--- config.mk ---
export PLATFORM = sky130hd
export DESIGN_NAME = oam_dma
export DESIGN_NICKNAME = d
export VERILOG_FILES = /design/src/rtl/nes_pkg.sv /design/src/rtl/oam_dma.sv
export SDC_FILE = /design/constraint.sdc
export NUM_CORES = 1
export LEC_CHECK = 0
export ABC_AREA = 1
export BUFFER_PORTS_ARGS = -buffer_cell sky130_fd_sc_hd__clkbuf_2
export CAP_MARGIN = 20
export CORE_MARGIN = 2
export CORE_UTILIZATION = 35
export DETAILED_ROUTE_END_ITERATION = 8
export GPL_TIMING_DRIVEN = 0
export PLACE_DENSITY = 0.66
export SETUP_SLACK_MARGIN = 0.15
export SYNTH_ARGS = -nofsm -noshare
export SYNTH_HDL_FRONTEND = slang
export SYNTH_SLANG_ARGS = --single-unit
--- constraint.sdc ---
create_clock -name clk -period 1.45 [get_ports clk]
set_input_delay 0.29 -clock clk [delete_from_list [all_inputs] [get_ports clk]]
set_output_delay 0.29 -clock clk [all_outputs]
set_load 0.1 [all_outputs]
--- src/rtl/nes_pkg.sv ---
// Shared NES bus constants and the OAM DMA state encoding.
// Latency: none (declarations only).
// Backpressure: none (declarations only).
package nes_pkg;

    // CPU address that starts an OAM DMA transfer
    localparam logic [15:0] DMA_REG      = 16'h4014;
    // PPU OAMDATA port, the destination of every DMA byte
    localparam logic [15:0] OAMDATA_REG  = 16'h2004;
    // Base of the memory-mapped PPU register window
    localparam logic [15:0] PPU_REG_BASE = 16'h2000;

    typedef enum logic [2:0] {
        DMA_IDLE,
        DMA_HALT,
        DMA_ALIGN,
        DMA_READ,
        DMA_WRITE
    } dma_state_t;

endpackage

--- src/rtl/oam_dma.sv ---
// OAM DMA: a write to DMA_REG halts the CPU and copies page P ($PP00-$PPFF) to OAMDATA.
// Latency: rdy falls the cycle after the trigger; 513 halted cycles, 514 with the alignment cycle.
// Backpressure: CPU is held via rdy; a CPU write in progress extends HALT until cpu_we drops.
module oam_dma
    import nes_pkg::*;
#(
    parameter logic [15:0] DMA_REG     = nes_pkg::DMA_REG,
    parameter logic [15:0] OAMDATA_REG = nes_pkg::OAMDATA_REG
) (
    input  logic        clk,
    input  logic        rst,
    input  logic [15:0] cpu_addr,
    input  logic [7:0]  cpu_dout,
    input  logic        cpu_we,
    input  logic [7:0]  bus_din,
    output logic        rdy,
    output logic        dma_active,
    output logic [15:0] dma_addr,
    output logic        dma_we,
    output logic [7:0]  dma_dout
);

    dma_state_t  state_q;
    logic [7:0]  page_q;
    logic [7:0]  idx_q;
    logic [7:0]  data_q;
    logic        odd_q;
    logic        trig;

    // A CPU write to the DMA register; only acted on while idle
    assign trig = cpu_we && (cpu_addr == DMA_REG);

    // Transfer sequencer: trigger, halt, optional parity alignment, then read/write pairs
    always_ff @(posedge clk) begin
        if (rst) begin
            state_q <= DMA_IDLE;
            page_q  <= 8'h00;
            idx_q   <= 8'h00;
            data_q  <= 8'h00;
            odd_q   <= 1'b0;
        end else begin
            odd_q <= ~odd_q;
            case (state_q)
                DMA_IDLE: begin
                    if (trig) begin
                        page_q  <= cpu_dout;
                        idx_q   <= 8'h00;
                        state_q <= DMA_HALT;
                    end
                end
                DMA_HALT: begin
                    // Never freeze the CPU in the middle of a write cycle
                    if (!cpu_we) begin
                        state_q <= odd_q ? DMA_ALIGN : DMA_READ;
                    end
                end
                DMA_ALIGN: begin
                    state_q <= DMA_READ;
                end
                DMA_READ: begin
                    data_q  <= bus_din;
                    state_q <= DMA_WRITE;
                end
                DMA_WRITE: begin
                    idx_q   <= idx_q + 8'h01;
                    state_q <= (idx_q == 8'hFF) ? DMA_IDLE : DMA_READ;
                end
                default: begin
                    state_q <= DMA_IDLE;
                end
            endcase
        end
    end

    // Moore output decode from the registered state, page, index and data
    always_comb begin
        rdy        = 1'b0;
        dma_active = 1'b0;
        dma_addr   = 16'h0000;
        dma_we     = 1'b0;
        dma_dout   = 8'h00;
        case (state_q)
            DMA_IDLE: begin
                rdy = 1'b1;
            end
            DMA_HALT: begin
                rdy = 1'b0;
            end
            DMA_ALIGN, DMA_READ: begin
                dma_active = 1'b1;
                dma_addr   = {page_q, idx_q};
            end
            DMA_WRITE: begin
                dma_active = 1'b1;
                dma_addr   = OAMDATA_REG;
                dma_we     = 1'b1;
                dma_dout   = data_q;
            end
            default: begin
                rdy = 1'b1;
            end
        endcase
    end

endmodule

==> flow_metrics.tcl, run 1 <==
set metrics [dict create \
    status "finished with violations" \
    violations "setup timing" \
    min_period_ps 1812 \
    synth_area_sq_mm 0.001455 \
    fin_setup_tns_ps -8562 \
    cts-buffers-inserted 3 \
    drive_gt1_share_pct 54.82 \
    powerDensity_mw_per_mm2 423.8 \
    htreeDepth 1 \
    grt_use_met3_pct 4.276 \
    cap_violations 0 \
    synthMostInstantiatedCell "nor2_1" \
    clkTransAtPathRegs_ps 90 \
    setup_slack_ps -362.1 \
    cp.arrival_ps 1520 \
    place_inst 325 \
    critPathCaptureType "output pin" \
    area.growth.synth_to_final_pct 108.0 \
    final-hold-violation-count 0 \
    cts_sinks 28 \
    clockBufferDepth 2 \
    final_area_sq_mm 0.003027 \
    grt_pass1_wl_um 7224 \
    synth_commonest_cells "nor2_1, inv_1, dfxtp_1" \
    leakagePower_nw 1.144 \
    drtAntennaViolNets 0 \
    num_vias 1705 \
    syn-num-nets 251 \
    crit_path_top_delay_cell "dfxtp_4" \
    worstHoldPathType "primary input to flip-flop" \
    yosysTopAreaCell "dfxtp_1" \
    grt_max_degree 15 \
    fillerInstances 260 \
    fmax_mhz 551.9 \
    ys_warn_count 0 \
    synth.area.top_cells "dfxtp_1, nor2_1, inv_1" \
    synth-edff-count 0 \
    setup_viol 37 \
    post-route-drc-count 0 \
    cts_tree "yes" \
    use_met1_pct 22.87 \
    async_flop_share_pct 0 \
    routedWlPerCell_um 14.06 \
    clockRootBuffer "clkbuf_8" \
    crit_fanout 5 \
    netlist_instances 215 \
    startpoint_type "flip-flop" \
    vias_per_cell 4.858 \
    max_stage_delay_ps 400 \
    routed_wirelength_um 4936 \
    worstMarginPinSlew_ps 693.0 \
    antenna_found_initial 0 \
    start_util_pct 36.38 \
    path_cells "inv_4 > nor2_4 > inv_4 > buf_6 > buf_12 > nor2_4 > clkbuf_16" \
    path_class "flip-flop to output pin" \
    grtUsageMet2_pct 38.10 \
    drt-initial-drc-count 43 \
    period_share_pct 125.0 \
    skew_ps 5.326 \
    syn_area_per_cell_sq_um 6.768 \
    rsz0062_at_grt "yes" \
    synth_top_area_share_pct 38.52 \
    ys_ff_latch 28 \
    nNetsFinal 339 \
    fp.coreArea_sq_mm 0.004000 \
    clock_latency_ps 280 \
    yosysUniqueCellTypes 26 \
    placed_area_sq_mm 0.002049 \
    die_x_um 68.48 \
    first_pass_iters 6 \
    die_area_sq_mm 0.004690 \
    worstPathRequired_ps 1160 \
    gp_congestion 0.8554 \
    ctsHoldBuffers 0 \
    synth_flop_cell "dfxtp_1" \
    grt.total_usage_pct 20.33 \
    die_h_um 68.48 \
    diodes 0 \
    slew_viol_final 0 \
    peakVddDrop_uv 505.8 \
    io_pins 62 \
    dp_hpwl_um 2692 \
    maxSlewHeadroom_pct 53.80 \
    io_buffers 60 \
    grt_remaining_overflow 0 \
    ys_seq_area_share_pct 38.52 \
    num_rows 23 \
    gr-max-usage-layer "met2" \
    grt_pass1_vias 1655 \
    fin_cells 351 \
]
[critical path: cells and delay by family, from the launching register on]
family	cells	cell delay (ps)
buffers and inverters	5	580
AND/OR/NAND/NOR	2	250
flip-flops	1	400
[flip-flops by register name, indices dropped and copies added, names as in the netlist]
name     count
state_q      3
data_q       8
idx_q        8
odd_q        1
page_q       8
[report_power, final]
part	switching (W)	total, W	leakage (nW)	internal, W
logic	0.0000426	0.0000887	0.893	0.0000461
clock network	0.000243	0.000430	0.0216	0.000187
registers	0.000000873	0.000763	0.230	0.000763
total	0.000287	0.00128	1.14	0.000996
[final cells by class]
type / instances / area (sq um) / share of cell area [%]
Clock buffer: 3 / 41.29 / 1.364
Buffer: 8 / 97.59 / 3.224
Timing Repair Buffer: 83 / 1052 / 34.77
Tap cell: 50 / 62.56 / 2.067
Sequential cell: 28 / 578.1 / 19.10
Multi-Input combinational cell: 142 / 1041 / 34.39
Inverter: 37 / 153.9 / 5.085
[final timing paths]
kind | from | cells after the start | to | slack, ps
min | cpu_dout[1] | 3 | page_q[1] | 240
max reg2reg | state_q[1] | 9 | idx_q[5] | -100
min reg2reg | odd_q | 1 | odd_q | 420
max | state_q[2] | 7 | dma_dout[5] | -360
[per-layer routing]
layer,part of all wire (%),wire length [um],vias to the layer above
met5,0,0,-
met4,1.3,66,0
met3,5.6,277,7
met2,53,2631,56
met1,40,1960,790
li1,-,-,852
[cell usage in the layout (no fill, tap or decap), drive strengths merged]
master / count
nand4: 2
o211ai: 1
buf: 32
o31ai: 1
nor2: 54
or2: 1
o21ai: 28
clkbuf: 62
a21oi: 19
nor3: 4
nand2: 18
inv: 36
nand3: 11
dfxtp: 28
o21a: 1
clkinv: 1
and2: 1
ha: 1
[timing repair]
item,4_1_cts,5_1_grt
endpoints found under the setup margin,38,50
gates cloned,1,2
resized for setup,101,50
pin swaps,17,16
endpoints found under the hold margin,0,0
setup buffers,13,7
[metrics by stage]
stage               hold slack [ps]  util [%]  worst slack, ps  power (W)
finish                        242.4     75.66           -362.1   0.001283
global route                  250.8     75.66           -426.1   0.001334
CTS                           237.5     69.38           -373.3   0.001287
detailed placement            414.1     51.24           -451.1  0.0008687
global placement              405.0     51.24           -444.6  0.0008674
floorplan                     393.5         -           -340.1  0.0008187
[cell families after synthesis]
kind of cell	count (synthesis)	share of synthesized area, %
AOI/OAI and AO/OA	50	17.97
buffers and inverters	45	13.76
DFF	28	38.52
and+or+nand+nor	91	28.89
adders and majority gates	1	0.8597
Power figures use the tool's default switching activity.
==> inputs of run 2 (changes only) <==
--- a/config.mk
+++ b/config.mk
@@ -8,12 +8,14 @@
 export ABC_AREA = 1
 export BUFFER_PORTS_ARGS = -buffer_cell sky130_fd_sc_hd__clkbuf_2
 export CAP_MARGIN = 20
+export CELL_PAD_IN_SITES_DETAIL_PLACEMENT = 1
+export CELL_PAD_IN_SITES_GLOBAL_PLACEMENT = 1
 export CORE_MARGIN = 2
-export CORE_UTILIZATION = 35
+export CORE_UTILIZATION = 32
 export DETAILED_ROUTE_END_ITERATION = 8
 export GPL_TIMING_DRIVEN = 0
-export PLACE_DENSITY = 0.66
-export SETUP_SLACK_MARGIN = 0.15
+export PLACE_DENSITY = 0.83
+export SETUP_SLACK_MARGIN = 0.05
 export SYNTH_ARGS = -nofsm -noshare
 export SYNTH_HDL_FRONTEND = slang
 export SYNTH_SLANG_ARGS = --single-unit
==> constraint.sdc (replaced) <==
create_clock -name clk -period 1.7 [get_ports clk]
set_input_delay 0.34 -clock clk [delete_from_list [all_inputs] [get_ports clk]]
set_output_delay 0.34 -clock clk [all_outputs]
set_load 0.1 [all_outputs]
==> run 2 against run 1 <==
The run still ends with setup timing left. Combinational power shrank 11%. Largest cell class unchanged. Sequential power shrank 14%. Wire length grew 55%. Final cell count grew 1.1%. Utilization shrank 8.3 points. Critical endpoint is now dma_addr[13]. Via count grew 12%. Power shrank 13%. Hold slack gained 57 ps. Largest power group unchanged. First-iteration DRC count grew to 2.6 times the previous value. Non-clock buffer count grew 2.
==> flow_metrics.tcl, run 2 (synthesis gave the netlist of run 1 again) <==
set metrics [dict create \
    status "finished with violations" \
    violations "setup timing" \
    start_util_pct 33.42 \
    grt_max_degree 15 \
    cts_tree "yes" \
    seq_power_share_pct 58.5 \
    clock_latency_ps 290 \
    num_rows 24 \
    hold_ws_ps 298.9 \
    startpoint_type "flip-flop" \
    final_common_cell "clkbuf_2" \
    gp_congestion 0.7899 \
    grt_pass1_vias 2082 \
    peakVddDrop_uv 334.1 \
    path_class "flip-flop to output pin" \
    routed_wirelength_um 7648 \
    layout_common_cells "clkbuf_2, inv_1, nor2_1, clkbuf_16, nor2_4" \
    die_x_um 71.44 \
    setup_slack_ps -169.7 \
    post-route-drc-count 0 \
    grt_pass1_wl_um 11320 \
    drtAntennaViolNets 0 \
    min_period_ps 1870 \
    reg_top3 "data_q x8, idx_q x8, page_q x8" \
    final-hold-violation-count 0 \
    critPathCaptureType "output pin" \
    worstPathRequired_ps 1360 \
    diodes 0 \
    area.growth.synth_to_final_pct 101.5 \
    final_area_sq_mm 0.002932 \
    die_h_um 71.44 \
    fp.coreArea_sq_mm 0.004354 \
    rsz0062_at_grt "yes" \
    antenna_found_initial 0 \
    htreeDepth 1 \
    worstMarginPinSlew_ps 526.8 \
    power.switching_w 0.0002688 \
    period_share_pct 110.0 \
    swShare_pct 24.00 \
    fmax_mhz 534.8 \
    nNetsFinal 341 \
    worstHoldPathType "primary input to flip-flop" \
    grt_remaining_overflow 0 \
    io_buffers 60 \
    dp_hpwl_um 3320 \
    cap_violations 0 \
    cts_sinks 28 \
    grt.total_usage_pct 29.05 \
    crit_fanout 4 \
    slew_viol_final 0 \
    skew_ps 14.18 \
    placed_area_sq_mm 0.002013 \
    routedWlPerCell_um 21.54 \
    drive_gt1_share_pct 46.86 \
    leakagePower_nw 1.144 \
    maxSlewHeadroom_pct 64.88 \
    vias_per_cell 5.403 \
    io_pins 62 \
    first_pass_iters 4 \
    drt-initial-drc-count 110 \
    clockBufferDepth 2 \
    p_comb_share_pct 7.0 \
    cp.arrival_ps 1530 \
    p_int_w 0.0008512 \
    powerDensity_mw_per_mm2 382.1 \
    cts-buffers-inserted 3 \
    p_clk_share_pct 34.5 \
    num_vias 1918 \
    fin_util_pct 67.33 \
    setup_viol 19 \
    die_area_sq_mm 0.005103 \
    clockRootBuffer "clkbuf_8" \
    clkTransAtPathRegs_ps 110 \
]
[run 2: cell count changes in the layout (fill, tap and decap cells not counted), sizes merged]
| cell | delta |
|---|---|
| clkbuf | +3 |
| buf | -1 |
| clkinv | -1 |
| inv | +1 |
[run 2: worst paths after layout]
check        cells after the start           end  slack (ps)   startpoint
max                              7  dma_addr[13]        -170   state_q[1]
max reg2reg                      9      idx_q[7]          30   state_q[1]
min                              3     page_q[7]         300  cpu_dout[7]
min reg2reg                      1         odd_q         430        odd_q
[run 2: layout make-up]
class	count	area, sq um
Fill cell	482	1423
Multi-Input combinational cell	142	932.1
Clock buffer	3	41.29
Timing Repair Buffer	87	1117
Buffer	6	53.80
Sequential cell	28	570.5
Inverter	37	151.4
Tap cell	52	65.06
[run 2: power groups by stage]
stage	registers [W]	clock network, W	logic, W
6_report	0.000655	0.000387	0.0000785
5_1_grt	0.000655	0.000412	0.0000860
4_1_cts	0.000655	0.000376	0.0000709
3_5_place_dp	0.000673	0	0.0000703
3_3_place_gp	0.000673	0	0.0000675
2_1_floorplan	0.000673	0	0.0000254
[run 2: per-layer routing]
layer / part of all wire, % / wire (um) / GRT usage (%) / vias up
li1: - / - / - / 858
met2: 53 / 4060 / 51.54 / 95
met1: 37 / 2801 / 32.98 / 932
met3: 5.7 / 433 / 6.751 / 33
met4: 4.6 / 353 / 13.00 / 0
met5: 0 / 0 / 0 / -
[run 2: critical path, cell delays in order (launching register included)]
cell       delay, ps
dfxtp_4          370
inv_4             60
nand2_4           50
nor2_4           140
buf_4            150
buf_8            130
o21a_4           140
clkbuf_16        190
[run 2: what timing repair did]
item / in CTS / in global routing
setup endpoints to repair: 27 / 32
hold endpoints to repair: 0 / 0
setup buffers: 22 / 3
hold buffers: 0 / 0
resized for setup: 109 / 10
pin swaps: 9 / 7
gates cloned: 2 / 0
[run 2: metrics by stage]
step	instances	power [W]	worst slack (ps)	setup TNS, ps
floorplan	215	0.0006983	-137.1	-1092
global placement	327	0.0007405	-247.9	-3995
detailed placement	327	0.0007434	-280.7	-4207
CTS	353	0.001101	-167.4	-1112
global route	355	0.001153	-205.9	-2382
finish	355	0.001120	-169.7	-1305
